File: src/rtl/ewrapper_link_rx_arbiter_if.sv
// Link-receiver to emesh bundle: write/read channel inputs,
// per-channel waits, merged output slot and error flag.
interface ewrapper_link_rx_arbiter_if;
  logic         wr_access;
  logic [102:0] wr_tran;
  logic         rd_access;
  logic [102:0] rd_tran;
  logic         wr_wait;
  logic         rd_wait;
  logic         emesh_wr_wait_outb;
  logic         emesh_rd_wait_outb;
  logic         emesh_access_inb;
  logic [102:0] emesh_tran_inb;
  logic         emesh_grant_rd;
  logic         overflow_err;

  modport slave (
    input  wr_access, wr_tran,
    input  rd_access, rd_tran,
    input  emesh_wr_wait_outb,
    input  emesh_rd_wait_outb,
    output wr_wait, rd_wait,
    output emesh_access_inb,
    output emesh_tran_inb,
    output emesh_grant_rd,
    output overflow_err
  );

  modport master (
    output wr_access, wr_tran,
    output rd_access, rd_tran,
    output emesh_wr_wait_outb,
    output emesh_rd_wait_outb,
    input  wr_wait, rd_wait,
    input  emesh_access_inb,
    input  emesh_tran_inb,
    input  emesh_grant_rd,
    input  overflow_err
  );
endinterface

File: src/rtl/ewrapper_link_rx_arbiter.sv
// Merges link-rx write and read streams into one emesh port:
// 2-deep FIFO per channel, write priority, read starvation guard.
module ewrapper_link_rx_arbiter #(
  parameter int unsigned RD_STARVE_MAX = 8
) (
  input logic                      rxi_lclk,
  input logic                      reset,
  ewrapper_link_rx_arbiter_if.slave lnk
);

  localparam logic [3:0] STV_MAX = 4'(RD_STARVE_MAX);

  typedef enum logic {S_EMPTY, S_VALID} slot_e;

  slot_e        state_q, state_d;
  logic [1:0]   wocc_q, wocc_d;
  logic [1:0]   rocc_q, rocc_d;
  logic [102:0] wf_q [2];
  logic [102:0] wf_d [2];
  logic [102:0] rf_q [2];
  logic [102:0] rf_d [2];
  logic [102:0] tran_q, tran_d;
  logic         grd_q, grd_d;
  logic [3:0]   stv_q, stv_d;
  logic         err_q, err_d;

  logic wwait, rwait;
  logic wpush, rpush;
  logic welig, relig;
  logic blk, load;
  logic gw, gr;
  logic widx, ridx;

  assign wwait = (wocc_q == 2'd2);
  assign rwait = (rocc_q == 2'd2);

  always_comb begin
    wpush = lnk.wr_access & ~wwait;
    rpush = lnk.rd_access & ~rwait;
    welig = (wocc_q != 2'd0) & ~lnk.emesh_wr_wait_outb;
    relig = (rocc_q != 2'd0) & ~lnk.emesh_rd_wait_outb
          & ~lnk.emesh_wr_wait_outb;
    blk   = grd_q ? (lnk.emesh_wr_wait_outb | lnk.emesh_rd_wait_outb)
                  : lnk.emesh_wr_wait_outb;
    load  = (state_q == S_EMPTY) | ~blk;
    gw    = 1'b0;
    gr    = 1'b0;
    if (load) begin
      if ((stv_q == STV_MAX) && relig) gr = 1'b1;
      else if (welig)                  gw = 1'b1;
      else if (relig)                  gr = 1'b1;
    end
  end

  // FIFO head stays in slot 0; a push lands behind whatever survives the pop
  always_comb begin
    wf_d   = wf_q;
    rf_d   = rf_q;
    widx   = wocc_q[1] | (wocc_q[0] & ~gw);
    ridx   = rocc_q[1] | (rocc_q[0] & ~gr);
    if (gw)    wf_d[0]    = wf_q[1];
    if (wpush) wf_d[widx] = lnk.wr_tran;
    if (gr)    rf_d[0]    = rf_q[1];
    if (rpush) rf_d[ridx] = lnk.rd_tran;
    wocc_d = wocc_q + {1'b0, wpush} - {1'b0, gw};
    rocc_d = rocc_q + {1'b0, rpush} - {1'b0, gr};
  end

  always_comb begin
    state_d = state_q;
    tran_d  = tran_q;
    grd_d   = grd_q;
    if (load) begin
      state_d = (gw | gr) ? S_VALID : S_EMPTY;
      if (gw | gr) begin
        tran_d = gr ? rf_q[0] : wf_q[0];
        grd_d  = gr;
      end
    end
  end

  always_comb begin
    stv_d = stv_q;
    if (rocc_q == 2'd0)                stv_d = 4'd0;
    else if (gr)                       stv_d = 4'd0;
    else if (gw && (stv_q != STV_MAX)) stv_d = stv_q + 4'd1;
    err_d = err_q
          | (lnk.wr_access & wwait)
          | (lnk.rd_access & rwait);
  end

  always_ff @(posedge rxi_lclk) begin
    if (reset) begin
      state_q <= S_EMPTY;
      wocc_q  <= 2'd0;
      rocc_q  <= 2'd0;
      wf_q[0] <= '0;
      wf_q[1] <= '0;
      rf_q[0] <= '0;
      rf_q[1] <= '0;
      tran_q  <= '0;
      grd_q   <= 1'b0;
      stv_q   <= 4'd0;
      err_q   <= 1'b0;
    end else begin
      state_q <= state_d;
      wocc_q  <= wocc_d;
      rocc_q  <= rocc_d;
      wf_q    <= wf_d;
      rf_q    <= rf_d;
      tran_q  <= tran_d;
      grd_q   <= grd_d;
      stv_q   <= stv_d;
      err_q   <= err_d;
    end
  end

  assign lnk.wr_wait          = wwait;
  assign lnk.rd_wait          = rwait;
  assign lnk.emesh_access_inb = (state_q == S_VALID);
  assign lnk.emesh_tran_inb   = tran_q;
  assign lnk.emesh_grant_rd   = grd_q;
  assign lnk.overflow_err     = err_q;

endmodule

File: src/flat_wrapper.sv
// flat-port wrapper written by rule: the top's interface ports become plain ports
module ewrapper_link_rx_arbiter_flat 
#(
  parameter int unsigned RD_STARVE_MAX = 8
)
  (rxi_lclk, reset, lnk_wr_access, lnk_wr_tran, lnk_rd_access, lnk_rd_tran, lnk_emesh_wr_wait_outb, lnk_emesh_rd_wait_outb, lnk_wr_wait, lnk_rd_wait, lnk_emesh_access_inb, lnk_emesh_tran_inb, lnk_emesh_grant_rd, lnk_overflow_err);
  ewrapper_link_rx_arbiter_if lnk_i ();
  input logic rxi_lclk;
  input logic reset;
  input wire logic [$bits(lnk_i.wr_access)-1:0] lnk_wr_access;
  input wire logic [$bits(lnk_i.wr_tran)-1:0] lnk_wr_tran;
  input wire logic [$bits(lnk_i.rd_access)-1:0] lnk_rd_access;
  input wire logic [$bits(lnk_i.rd_tran)-1:0] lnk_rd_tran;
  input wire logic [$bits(lnk_i.emesh_wr_wait_outb)-1:0] lnk_emesh_wr_wait_outb;
  input wire logic [$bits(lnk_i.emesh_rd_wait_outb)-1:0] lnk_emesh_rd_wait_outb;
  output wire logic [$bits(lnk_i.wr_wait)-1:0] lnk_wr_wait;
  output wire logic [$bits(lnk_i.rd_wait)-1:0] lnk_rd_wait;
  output wire logic [$bits(lnk_i.emesh_access_inb)-1:0] lnk_emesh_access_inb;
  output wire logic [$bits(lnk_i.emesh_tran_inb)-1:0] lnk_emesh_tran_inb;
  output wire logic [$bits(lnk_i.emesh_grant_rd)-1:0] lnk_emesh_grant_rd;
  output wire logic [$bits(lnk_i.overflow_err)-1:0] lnk_overflow_err;
  assign lnk_i.wr_access = lnk_wr_access;
  assign lnk_i.wr_tran = lnk_wr_tran;
  assign lnk_i.rd_access = lnk_rd_access;
  assign lnk_i.rd_tran = lnk_rd_tran;
  assign lnk_i.emesh_wr_wait_outb = lnk_emesh_wr_wait_outb;
  assign lnk_i.emesh_rd_wait_outb = lnk_emesh_rd_wait_outb;
  assign lnk_wr_wait = lnk_i.wr_wait;
  assign lnk_rd_wait = lnk_i.rd_wait;
  assign lnk_emesh_access_inb = lnk_i.emesh_access_inb;
  assign lnk_emesh_tran_inb = lnk_i.emesh_tran_inb;
  assign lnk_emesh_grant_rd = lnk_i.emesh_grant_rd;
  assign lnk_overflow_err = lnk_i.overflow_err;
  ewrapper_link_rx_arbiter #(.RD_STARVE_MAX(RD_STARVE_MAX)) u_core (.rxi_lclk(rxi_lclk), .reset(reset), .lnk(lnk_i));
endmodule
File: config.mk
export PLATFORM = sky130hd
export DESIGN_NAME = ewrapper_link_rx_arbiter_flat
export DESIGN_NICKNAME = d
export VERILOG_FILES = /design/src/rtl/ewrapper_link_rx_arbiter_if.sv /design/src/rtl/ewrapper_link_rx_arbiter.sv /design/src/flat_wrapper.sv
export SDC_FILE = /design/constraint.sdc
export NUM_CORES = 1
export LEC_CHECK = 0
export ABC_AREA = 1
export CAP_MARGIN = 20
export CORE_MARGIN = 5
export CORE_UTILIZATION = 60
export CTS_CLUSTER_DIAMETER = 30
export DETAILED_ROUTE_END_ITERATION = 8
export GPL_TIMING_DRIVEN = 1
export PLACE_DENSITY = 0.94
export SYNTH_ARGS = -nofsm -noshare
export SYNTH_HDL_FRONTEND = slang
export SYNTH_SLANG_ARGS = --single-unit
File: constraint.sdc
create_clock -name rxi_lclk -period 6.3 [get_ports rxi_lclk]
set_clock_uncertainty 0.15 [all_clocks]
set_input_delay 0.945 -clock rxi_lclk [delete_from_list [all_inputs] [get_ports rxi_lclk]]
set_output_delay 0.945 -clock rxi_lclk [all_outputs]
set_load 0.05 [all_outputs]
==> results.json <==
{
  "drt_iter0_markers": 3032,
  "seq_area_frac_synth_pct": 44.5,
  "die_x_um": 209,
  "drive_gt1_share_pct": 5.73,
  "area_growth_pct": 28.7,
  "avgRoutedWirePerCell_um": 16.9,
  "finalSetupViolations": 0,
  "dr_wl_met3_um": 7050,
  "maxCapViolations": 0,
  "vdd_drop_max_mv": 0.342,
  "route.vias.total": 24484,
  "cts_setup_buffers": 0,
  "crit_type": "in2reg",
  "layout_commonest_cell": "nand2_1",
  "maxSlewHeadroom_pct": 9.68,
  "track_usage_pct": 31.8,
  "min_path_cells": 2,
  "clk_latency_ns": 0.63,
  "fin_nets": 3958,
  "gr-total-overflow": 0,
  "cts_hold_buffers": 0,
  "slew_violations": 0,
  "cts_buffers": 101,
  "grt_pass1_vias": 23935,
  "first_pass_iters": 7,
  "cp_max_fo": 186,
  "synthArstFlopShare_pct": 0,
  "avgSynthCellArea_um2": 6.66,
  "synthCells": 3550,
  "r2r_slack_ns": 2.65,
  "finalNonFillerCells": 4349,
  "dr_wl_met2_um": 35300,
  "synth_seq_cells": 526,
  "final_area_mm2": 0.0305,
  "cp-start-kind": "primary input",
  "via_per_inst": 5.63,
  "portBuffers": 319,
  "final_util_pct": 78.4,
  "finalSetupTns_ns": 0,
  "cp.arrival_ns": 4.27,
  "crit_required_ns": 6.68,
  "grt_pass1_wl_um": 117000,
  "cts_tree": "done",
  "drcViolationCount": 0,
  "tightestPinTransition_ns": 1.35,
  "post-dp-hpwl_um": 37800,
  "hold_path.class": "reg2reg",
  "synth_ff_type": "dfxtp_1",
  "min_period_ns": 3.90,
  "cp-end-kind": "register",
  "ant_nets": 0,
  "clockBufferDepth": 3,
  "clock_sinks": 526,
  "core_mm2": 0.0388,
  "rsz0062_at_grt": "no",
  "place_congestion": 0.806,
  "cts.repair.resized": 0,
  "grt_max_degree": 248,
  "syn_nets": 3770,
  "status": "finished, final reports clean",
  "rr_worst_depth": 9,
  "cpPeakStageDelay_ns": 0.62,
  "synth_edf_count": 0,
  "clkTransAtPathRegs_ns": 0.05,
  "final_cell_mix": "nand2_1, inv_1, o21ai_0, dfxtp_1, clkdlybuf4s50_1",
  "powerDensity_mw_per_mm2": 546,
  "r2r-start": "u_core.wocc_q[1]$_SDFF_PP0_",
  "wirelength_um": 73400,
  "cts-root-buf": "clkbuf_16",
  "dieArea_mm2": 0.0435,
  "syn-cell-area_mm2": 0.0237,
  "finalPower_mw": 16.6,
  "h-tree-depth": 3,
  "antenna_found_initial": 8,
  "top_layer": "met5",
  "fmax_mhz": 257,
  "p_leak_nw": 14.6,
  "critPathSlowestCell": "buf_4",
  "dpl_cell_area_mm2": 0.0267,
  "yosys_warnings": 0,
  "dp.cells": 4152,
  "fillers": 2343,
  "hold_violations": 0,
  "met1_length_um": 27000,
  "core.rowCount": 72,
  "yosys.cell_types.count": 26,
  "post-route-period-util_pct": 61.8,
  "path_cells": "clkdlybuf4s50_1, nor2_4, buf_4, nand3_4, ha_1, o21ai_4, buf_12, o21ai_0, a21oi_1",
  "ios": 320,
  "die_h_um": 209,
  "start_util_pct": 60.9
}
-- area by class of cell --
class	instances	area, µm²	share of cell area, %
Timing Repair Buffer	341	3440	11.3
Clock inverter	67	978	3.21
Sequential cell	526	10500	34.6
Inverter	681	2570	8.44
Multi-Input combinational cell	2087	9530	31.3
Tap cell	518	648	2.13
Clock buffer	123	2750	9.03
Antenna cell	6	15.0	0.0493
-- worst max-delay path by stage --
stage	endpoint	slack, ns	startpoint
finish	register	2.40	lnk_emesh_wr_wait_outb
floorplan	u_core.wf_q[105]$_SDFF_PP0_	3.30	lnk_emesh_rd_wait_outb
CTS	register	2.53	lnk_emesh_wr_wait_outb
global placement	u_core.rf_q[120]$_SDFF_PP0_	2.04	lnk_emesh_rd_wait_outb
detailed placement	u_core.rf_q[115]$_SDFF_PP0_	1.99	lnk_emesh_wr_wait_outb
global route	register	2.25	lnk_emesh_wr_wait_outb
-- where the power goes --
part           internal (mW)  switching (mW)
registers               4.48           0.657
logic                   1.79            3.90
clock network           3.94            1.87
total                   10.2            6.42
-- cells in the mapped netlist, types with 8 or more instances --
cell	n	area, µm²
nand2_1	758	2850
nor2_1	220	826
o21ai_1	17	85.1
ha_1	8	100
nand3_1	212	1060
buf_1	24	90.1
o21ai_0	540	2700
a21oi_1	214	1070
buf_2	65	325
nand4_1	104	651
clkbuf_1	146	548
inv_1	677	2540
dfxtp_1	526	10500
buf_4	15	113
-- through the flow --
step | hold WS [ns] | setup WS [ns]
2_1_floorplan | 0.274 | 3.30
3_3_place_gp | 0.282 | 2.04
3_5_place_dp | 0.286 | 1.99
4_1_cts | 0.293 | 2.53
5_1_grt | 0.304 | 2.25
6_report | 0.293 | 2.40
-- metal layers --
layer / up-vias / track usage (%)
met5: - / 0
met4: 4 / 18.9
met3: 316 / 6.88
met2: 1531 / 53.1
met1: 11179 / 37.6
li1: 11454 / -
-- worst max-delay path: cells and delay by family --
family                   cells  cell delay, ns
AO/OA/AOI/OAI                3            0.94
adder cells (fa/ha/maj)      1            0.26
buffers and inverters        3            1.61
AND/OR/NAND/NOR              2            0.26
-- cell families after synthesis --
| kind of cell | count (synthesis) | synth area share (%) |
|---|---|---|
| AOI/OAI and AO/OA | 775 | 16.5 |
| adders and majority gates | 8 | 0.423 |
| buffers and inverters | 937 | 15.5 |
| xor gates and xnor gates | 4 | 0.148 |
| and+or+nand+nor | 1300 | 23.0 |
| DFF | 526 | 44.5 |
Note: power is estimated with default switching activity, not from simulation.
